<file path="src/rtl/dcache_responder.sv">
// Direct-mapped, write-through, no-write-allocate data cache for the memory stage.
// Optional hit/miss statistics counters are enabled by defining DCACHE_STATS_EN.
module dcache_responder #(
    parameter int DATA_WIDTH = 32,
    parameter int ADDR_WIDTH = 32,
    parameter int LINES      = 16,
    parameter int LINE_WORDS = 4
) (
    input  logic                  clk_i,
    input  logic                  rst_i,
    input  logic                  rd_en_i,
    input  logic                  wr_en_i,
    input  logic [ADDR_WIDTH-1:0] addr_i,
    input  logic [DATA_WIDTH-1:0] data_i,
    output logic [DATA_WIDTH-1:0] data_o,
    output logic                  stall_o,
    output logic                  mem_req_o,
    output logic                  mem_we_o,
    output logic [ADDR_WIDTH-1:0] mem_addr_o,
    output logic [DATA_WIDTH-1:0] mem_wdata_o,
    input  logic                  mem_ready_i,
    input  logic [DATA_WIDTH-1:0] mem_rdata_i
`ifdef DCACHE_STATS_EN
    ,
    output logic [31:0]           hit_cnt_o,
    output logic [31:0]           miss_cnt_o
`endif
);

    localparam int WB       = $clog2(LINE_WORDS);
    localparam int IB       = $clog2(LINES);
    localparam int TAG_BITS = ADDR_WIDTH - 2 - WB - IB;
    localparam int LA_BITS  = ADDR_WIDTH - 2 - WB;
    localparam logic [WB-1:0] LAST_WORD = WB'(LINE_WORDS - 1);

    typedef enum logic [1:0] {
        S_IDLE,
        S_REFILL,
        S_WRITE
    } state_t;

    state_t                  state_q, state_d;
    logic [WB-1:0]           cnt_q, cnt_d;
    logic [LA_BITS-1:0]      line_q, line_d;
    logic [ADDR_WIDTH-3:0]   wa_q, wa_d;
    logic [DATA_WIDTH-1:0]   wd_q, wd_d;
    logic [LINES-1:0]        valid_q;

    logic [TAG_BITS-1:0]     tag_mem  [LINES];
    logic [DATA_WIDTH-1:0]   data_mem [LINES*LINE_WORDS];

    logic [WB-1:0]           in_word;
    logic [IB-1:0]           in_idx;
    logic [TAG_BITS-1:0]     in_tag;
    logic [IB-1:0]           ref_idx;
    logic [TAG_BITS-1:0]     ref_tag;
    logic                    hit;
    logic [DATA_WIDTH-1:0]   rd_word;

    logic                    refill_we;
    logic                    store_hit_we;
    logic                    line_done;
    logic                    miss_start;
    logic                    load_hit;

    logic                    unused_addr_lsbs;
    assign unused_addr_lsbs = ^addr_i[1:0];

    assign in_word = addr_i[WB+1:2];
    assign in_idx  = addr_i[IB+WB+1:WB+2];
    assign in_tag  = addr_i[ADDR_WIDTH-1:IB+WB+2];
    assign ref_idx = line_q[IB-1:0];
    assign ref_tag = line_q[LA_BITS-1:IB];
    assign hit     = valid_q[in_idx] && (tag_mem[in_idx] == in_tag);
    assign rd_word = data_mem[{in_idx, in_word}];

    always_comb begin
        state_d      = state_q;
        cnt_d        = cnt_q;
        line_d       = line_q;
        wa_d         = wa_q;
        wd_d         = wd_q;
        data_o       = '0;
        stall_o      = 1'b0;
        mem_req_o    = 1'b0;
        mem_we_o     = 1'b0;
        mem_addr_o   = '0;
        mem_wdata_o  = '0;
        refill_we    = 1'b0;
        store_hit_we = 1'b0;
        line_done    = 1'b0;
        miss_start   = 1'b0;
        load_hit     = 1'b0;

        case (state_q)
            S_IDLE: begin
                if (wr_en_i) begin
                    stall_o      = 1'b1;
                    store_hit_we = hit;
                    wa_d         = addr_i[ADDR_WIDTH-1:2];
                    wd_d         = data_i;
                    state_d      = S_WRITE;
                end else if (rd_en_i) begin
                    if (hit) begin
                        data_o   = rd_word;
                        load_hit = 1'b1;
                    end else begin
                        stall_o    = 1'b1;
                        miss_start = 1'b1;
                        line_d     = addr_i[ADDR_WIDTH-1:WB+2];
                        cnt_d      = '0;
                        state_d    = S_REFILL;
                    end
                end
            end

            S_REFILL: begin
                stall_o    = 1'b1;
                mem_req_o  = 1'b1;
                mem_addr_o = {line_q, cnt_q, 2'b00};
                if (mem_ready_i) begin
                    refill_we = 1'b1;
                    cnt_d     = cnt_q + 1'b1;
                    if (cnt_q == LAST_WORD) begin
                        line_done = 1'b1;
                        state_d   = S_IDLE;
                    end
                end
            end

            S_WRITE: begin
                // Releasing stall on the completing beat lets the pipeline advance at
                // the same edge, so the store is not re-issued from IDLE.
                stall_o     = !mem_ready_i;
                mem_req_o   = 1'b1;
                mem_we_o    = 1'b1;
                mem_addr_o  = {wa_q, 2'b00};
                mem_wdata_o = wd_q;
                if (mem_ready_i) begin
                    state_d = S_IDLE;
                end
            end

            default: begin
                state_d = S_IDLE;
            end
        endcase
    end

    always_ff @(posedge clk_i or posedge rst_i) begin
        if (rst_i) begin
            state_q <= S_IDLE;
            cnt_q   <= '0;
            line_q  <= '0;
            wa_q    <= '0;
            wd_q    <= '0;
            valid_q <= '0;
        end else begin
            state_q <= state_d;
            cnt_q   <= cnt_d;
            line_q  <= line_d;
            wa_q    <= wa_d;
            wd_q    <= wd_d;
            // The victim line is invalidated up front so a partial refill never hits.
            if (miss_start) begin
                valid_q[in_idx] <= 1'b0;
            end
            if (line_done) begin
                valid_q[ref_idx] <= 1'b1;
            end
        end
    end

    always_ff @(posedge clk_i) begin
        if (refill_we) begin
            data_mem[{ref_idx, cnt_q}] <= mem_rdata_i;
        end
        if (line_done) begin
            tag_mem[ref_idx] <= ref_tag;
        end
        if (store_hit_we) begin
            data_mem[{in_idx, in_word}] <= data_i;
        end
    end

`ifdef DCACHE_STATS_EN
    logic [31:0] hit_cnt_q;
    logic [31:0] miss_cnt_q;

    always_ff @(posedge clk_i or posedge rst_i) begin
        if (rst_i) begin
            hit_cnt_q  <= '0;
            miss_cnt_q <= '0;
        end else begin
            if (load_hit && (hit_cnt_q != '1)) begin
                hit_cnt_q <= hit_cnt_q + 32'd1;
            end
            if (miss_start && (miss_cnt_q != '1)) begin
                miss_cnt_q <= miss_cnt_q + 32'd1;
            end
        end
    end

    assign hit_cnt_o  = hit_cnt_q;
    assign miss_cnt_o = miss_cnt_q;
`else
    logic unused_stats;
    assign unused_stats = load_hit;
`endif

endmodule

</file>
<file path="config.mk">
export PLATFORM = sky130hd
export DESIGN_NAME = dcache_responder
export DESIGN_NICKNAME = d
export VERILOG_FILES = /design/src/rtl/dcache_responder.sv
export SDC_FILE = /design/constraint.sdc
export NUM_CORES = 2
export LEC_CHECK = 0
export CAP_MARGIN = 20
export CORE_UTILIZATION = 60
export CTS_CLUSTER_SIZE = 12
export DETAILED_ROUTE_END_ITERATION = 8
export PLACE_DENSITY = 0.82
export SLEW_MARGIN = 20
export SYNTH_ARGS = -nofsm -noshare
export SYNTH_HDL_FRONTEND = slang
export SYNTH_SLANG_ARGS = --single-unit
</file>
<file path="constraint.sdc">
create_clock -name clk_i -period 9.2 [get_ports clk_i]
set_input_delay 2.76 -clock clk_i [delete_from_list [all_inputs] [get_ports clk_i]]
set_output_delay 2.76 -clock clk_i [all_outputs]
set_load 0.01 [all_outputs]
</file>
**Word level (Yosys, flattened, before mapping)**

Memories as Yosys holds them, arrays and structs flattened.
Cells that the tools add are included.

- Equality and inequality tests: 12
- $lt $le $gt $ge: 4
- Mux-type cells: 50
- Add/sub/neg operators: 1
- Reductions and logical operators: 12
- Bitwise logic cells: 5

Operators by type and width:

| kind | count |
|---|---|
| 2-to-1 mux 32 bit | 6 |
| one-hot mux 32 bit (2 select lines) | 1 |
| 2-to-1 mux 16 bit | 2 |
| OR reduction 32 bit | 1 |
| == test 24 bit | 1 |
| 2-to-1 mux 1 bit | 24 |
| 2-to-1 mux 2 bit | 10 |
| bitwise AND 16 bit | 1 |
| NOT 16 bit | 1 |
| OR 16 bit | 1 |
| != test 2 bit (second input constant) | 6 |
| < comparator 4 x 5 -> 1 bit (second input constant) | 2 |
| AND reduction 5 bit | 2 |
| demux 1 bit (select 4 bit) | 2 |
| greater-or-equal comparator 4 x 1 -> 1 bit (second input constant) | 2 |
| 2-to-1 mux 6 bit | 1 |
| != test 3 bit (second input constant) | 2 |
| one-hot mux 2 bit (3 select lines) | 1 |
| binary-select mux 1 bit (select 4 bit) | 1 |
| == test 2 bit (second input constant) | 2 |
| one-hot mux 2 bit (2 select lines) | 1 |
| AND reduction 4 bit | 1 |
| logical AND 1 bit | 3 |
| one-hot mux 1 bit (3 select lines) | 1 |
| 8 further kinds | 9 |

- Register bits: 110
- Memory bits (writable): 2432
- Bits of input ports: 101
- Output and inout port bits: 99
- Memories kept: 2
- Word-level logic and storage cells: 92

Memories:

| name | words | width | rd ports | clocked after memory_dff | wr ports | RTL line | RTL |
|---|---|---|---|---|---|---|---|
| data_mem | 64 | 32 | 1 | 0 | 1 | 50 | `logic [DATA_WIDTH-1:0] data_mem [LINES*LINE_WORDS];` |
| tag_mem | 16 | 24 | 1 | 0 | 1 | 49 | `logic [TAG_BITS-1:0] tag_mem [LINES];` |

**Depth between registers and ports, before layout**

- Depth in word-level cells: 10
- Gate-level depth with buffers: 15
- Depth with buffers taken out: 8

**Worst setup path before layout**

OpenSTA, ideal clock, no wires.

- Kind: input port to output port
- Start point: in addr_i[4]
- End point: out data_o[15]
- Path buffers: 2
- Arrival time: 5.637 ns
- Data required time: 6.440 ns
- Setup slack: 0.803 ns
- Stages: 9
- Path through: buf_4 -> buf_2 -> mux4_2 -> a31oi_1 -> o211ai_1 -> or3_1 -> a211oi_2 -> nand3_1 -> a2111oi_0

- Word-level cells in the longest chain between the ends: 7
- Elaborated cells between the ends (all ways): 10
- Those cells by class: 1 x eq/ne; 6 x mux; 1 x reduce/logical; 2 x memory

RTL lines:

| what | RTL line | RTL |
|---|---|---|
| start: declaration | 13 | `input logic [ADDR_WIDTH-1:0] addr_i,` |
| memory read (16 x 24 bit) or binary-select mux 1 bit (select 4 bit) (tied branches) | - |  |
| == test 24 bit or 2-to-1 mux 1 bit (tied branches) | 74 | `assign hit = valid_q[in_idx] && (tag_mem[in_idx] == in_tag);` |
| logical AND 1 bit | 74 |  |
| 2-to-1 mux 32 bit (*) | 104 | `if (hit) begin` |
| 2-to-1 mux 32 bit (*) | 103 | `end else if (rd_en_i) begin` |
| 2-to-1 mux 32 bit (*) | 97 | `if (wr_en_i) begin` |
| 2-to-1 mux 32 bit (*) | 95 | `case (state_q)` |
| end: declaration | 15 | `output logic [DATA_WIDTH-1:0] data_o,` |

Mark *: on every way between the ends. The rest lies on a longest branch, timed or not. The select of a mux whose other input is x is not followed.

**Worst setup path in the final report**

- Start point: in addr_i[7]
- End point: out data_o[21]

Same word-level chain as after synthesis.

==> metrics.md <==
| Metric | Value |
|---|---|
| Worst EP required | 6440 ps |
| Initial Util | 0.604 |
| Nets | 5279 |
| CP Capture Type | output port |
| Maximum vdd drop | 0.214 mV |
| Vias after detailed routing | 57800 |
| Worst Max-Slew Pin Slew | 1250 ps |
| Final setup margin | -56.7 ps |
| Average size of a mapped cell | 21.4 um^2 |
| Hold crit path type | flip-flop to flip-flop |
| Drc violations | 35 |
| Cell area after synthesis | 0.0996 mm^2 |
| Fin cells | 7518 |
| Max Cap Violations | 0 |
| FMAX | 0.108 GHz |
| M3 GR Usage | 0.143 |
| TritonCTS sink count | 2542 |
| Unrepaired setup endpoints after global routing | yes |
| Gr ovfl total | 0 |
| Core box area | 0.165 mm^2 |
| H-Tree Depth | 4 |
| Synth Register Bits | 2542 |
| CTS buffer count | 241 |
| CTS tree | built |
| Status | finished with violations |
| Total die area | 0.168 mm^2 |
| Max-slew headroom | 0.152 |
| Cell variety after synth | 72 |
| Worst Skew | 103 ps |
| Drt first-iter violations | 10900 |
| Largest net degree at the start of global routing | 65 |
| Chip width | 409 um |
| Slew Viols, Final | 0 |
| Most used routing layer | met2 |
| Final period util | 1.01 |
| I/O Buffers | 195 |
| Hpwl dp | 169 mm |
| Reg area | 0.0758 mm^2 |
| Final Core Density | 0.697 |
| Failing checks | DRC, setup timing |
| # hold bufs at CTS | 0 |
| Hold Vio Cnt, Final | 0 |
| Post-placement cell area | 0.107 mm^2 |
| WL final | 323 mm |
| Die Height | 409 um |
| TritonRoute pass-1 iters | 9 |
| All-Layer GR Usage | 0.385 |
| Bufs on Longest Clock Path | 3 |
| CP Class | input port to output port |
| CP max FO | 21 |
| Critical Path AT | 6500 ps |
| Sequential area share after synthesis | 0.761 |
| Most frequent cells in the layout | 2432 x edfxtp_1, 616 x mux4_2, 285 x buf_4 |
| First-pass GRT wire length | 443 mm |
| Clock transition at the registers of the reported paths | 60 ps |
| Clock Latency Late Sink | 930 ps |
| PnR Total Power | 25300 uW |
| Total placed cells including tap cells | 7114 |
| Cells after Synth | 4652 |
| TNS Setup | -103 ps |
| CP startpoint kind | input port |
| Number of vias per cell | 7.69 |
| P&R area growth vs syn | 15.4% |
| Rows | 149 |
| Avg WL per Cell | 43.0 um |
| Proportion of layout cells with a drive suffix above 1 | 0.285 |
| Filler cells | 8949 |
| Final setup vio count | 3 |
| Multi-input logic area | 0.0236 mm^2 |
| Met1 usage | 0.474 |
| I/O pin total | 200 |
| P_leak | 0.0367 uW |
| Commonest non-fill, non-tap cell in the layout | edfxtp_1 |
| Warnings, synthesis | 0 |
| Minimum clock period | 9260 ps |
| Antenna-violating nets left | 0 |
| Ys flop type | edfxtp_1 |
| Post-route cell area | 0.115 mm^2 |
| GP Congestion | 0.931 |
| Async SR Flop Fraction | 0.0433 |
| Root Driver | clkbuf_16 |
| Number of synthesized flops with an enable pin | 2432 |
| Power Dens Cells | 220 mW/mm^2 |
| Vias in the first global route | 57800 |
| Antenna violations before repair | 18 |
| Met2 usage | 0.581 |
[report_power, final]
part	switching, uW	total, uW	internal [uW]	leakage (uW)
registers	440	13600	13200	0.0232
clock network	4350	9320	4970	0.00338
logic	1320	2300	973	0.0101
total	6120	25300	19200	0.0367
[per-stage QoR]
stage | hold WS, ps | worst slack [ps]
6_report | 486 | -56.7
5_1_grt | 494 | -24.6
4_1_cts | 482 | 15.3
3_5_place_dp | 465 | -249
3_3_place_gp | 454 | -306
2_1_floorplan | 444 | 803
[sequential cells by signal (all words and copies together) (netlist names)]
register and flops:
state_q 2, valid_q 16, data_mem 2048, wa_q 30
cnt_q 2, line_q 28, tag_mem 384, wd_q 32
[layer usage]
metal	vias up	part of all wire
met5	-	0.0011
met4	18	0.082
met3	1783	0.17
met2	6680	0.45
met1	28800	0.29
li1	20500	-
[worst max-delay path: stages]
cell	delay [ps]
buf_8	210
buf_16	230
buf_4	180
nor2b_1	60
buf_4	210
nand2_1	550
buf_4	400
buf_4	210
o22ai_1	140
nor3_1	300
o211ai_1	270
nor3_1	260
buf_4	150
clkdlybuf4s50_1	530
[worst paths after layout]
check                      slack (ps)  cells after the start         endpoint     startpoint
max reg2reg                      4020                     13  data_mem[3][15]  tag_mem[5][2]
max in group asynchronous        5410                      3          wd_q[7]          rst_i
min                               490                      2         wa_q[21]       wa_q[21]
min reg2reg                       490                      2         wa_q[21]       wa_q[21]
min in group asynchronous        2370                      2       line_q[10]          rst_i
max                               -60                     14       data_o[21]      addr_i[7]
[cells by family after synthesis]
logic type / Yosys count / synth area share
multiplexers: 927 / 0.172
adder cells (fa/ha/maj): 5 / 0.000628
flip-flops: 2542 / 0.761
XOR/XNOR: 17 / 0.00150
other: 1 / 0.0000377
buffers and inverters: 294 / 0.0131
AO/OA/AOI/OAI: 377 / 0.0266
AND/OR/NAND/NOR: 489 / 0.0246
[cells in the mapped netlist (29+ instances only)]
master,count,area share
and2_1,41,0.0026
a22oi_1,56,0.0042
nand2_1,201,0.0076
o22ai_1,147,0.0092
nor2b_1,46,0.0029
edfxtp_1,2432,0.73
o21ai_0,29,0.0015
mux4_2,616,0.14
buf_2,61,0.0031
buf_1,47,0.0018
mux2i_1,178,0.018
mux2_2,106,0.012
dfrtp_1,110,0.028
clkbuf_1,142,0.0054
nor2_1,41,0.0015
nor3_1,52,0.0026
[timing repair]
action,CTS,global route
endpoints found under the setup margin,30,28
gates cloned,0,2
buffers inserted,1,0
pin swaps,2,0
gates resized for setup,16,28
[layout make-up]
| type | instances | area share |
|---|---|---|
| clock inverters | 40 | 0.00452 |
| well taps | 2189 | 0.0238 |
| multi-input cells | 1817 | 0.205 |
| clock buffers | 338 | 0.0567 |
| flip-flops and latches | 2542 | 0.659 |
| inverters | 16 | 0.000566 |
| diodes | 21 | 0.000457 |
| repair buffers | 555 | 0.0493 |
No activity file was read; power rests on OpenSTA's default activity.
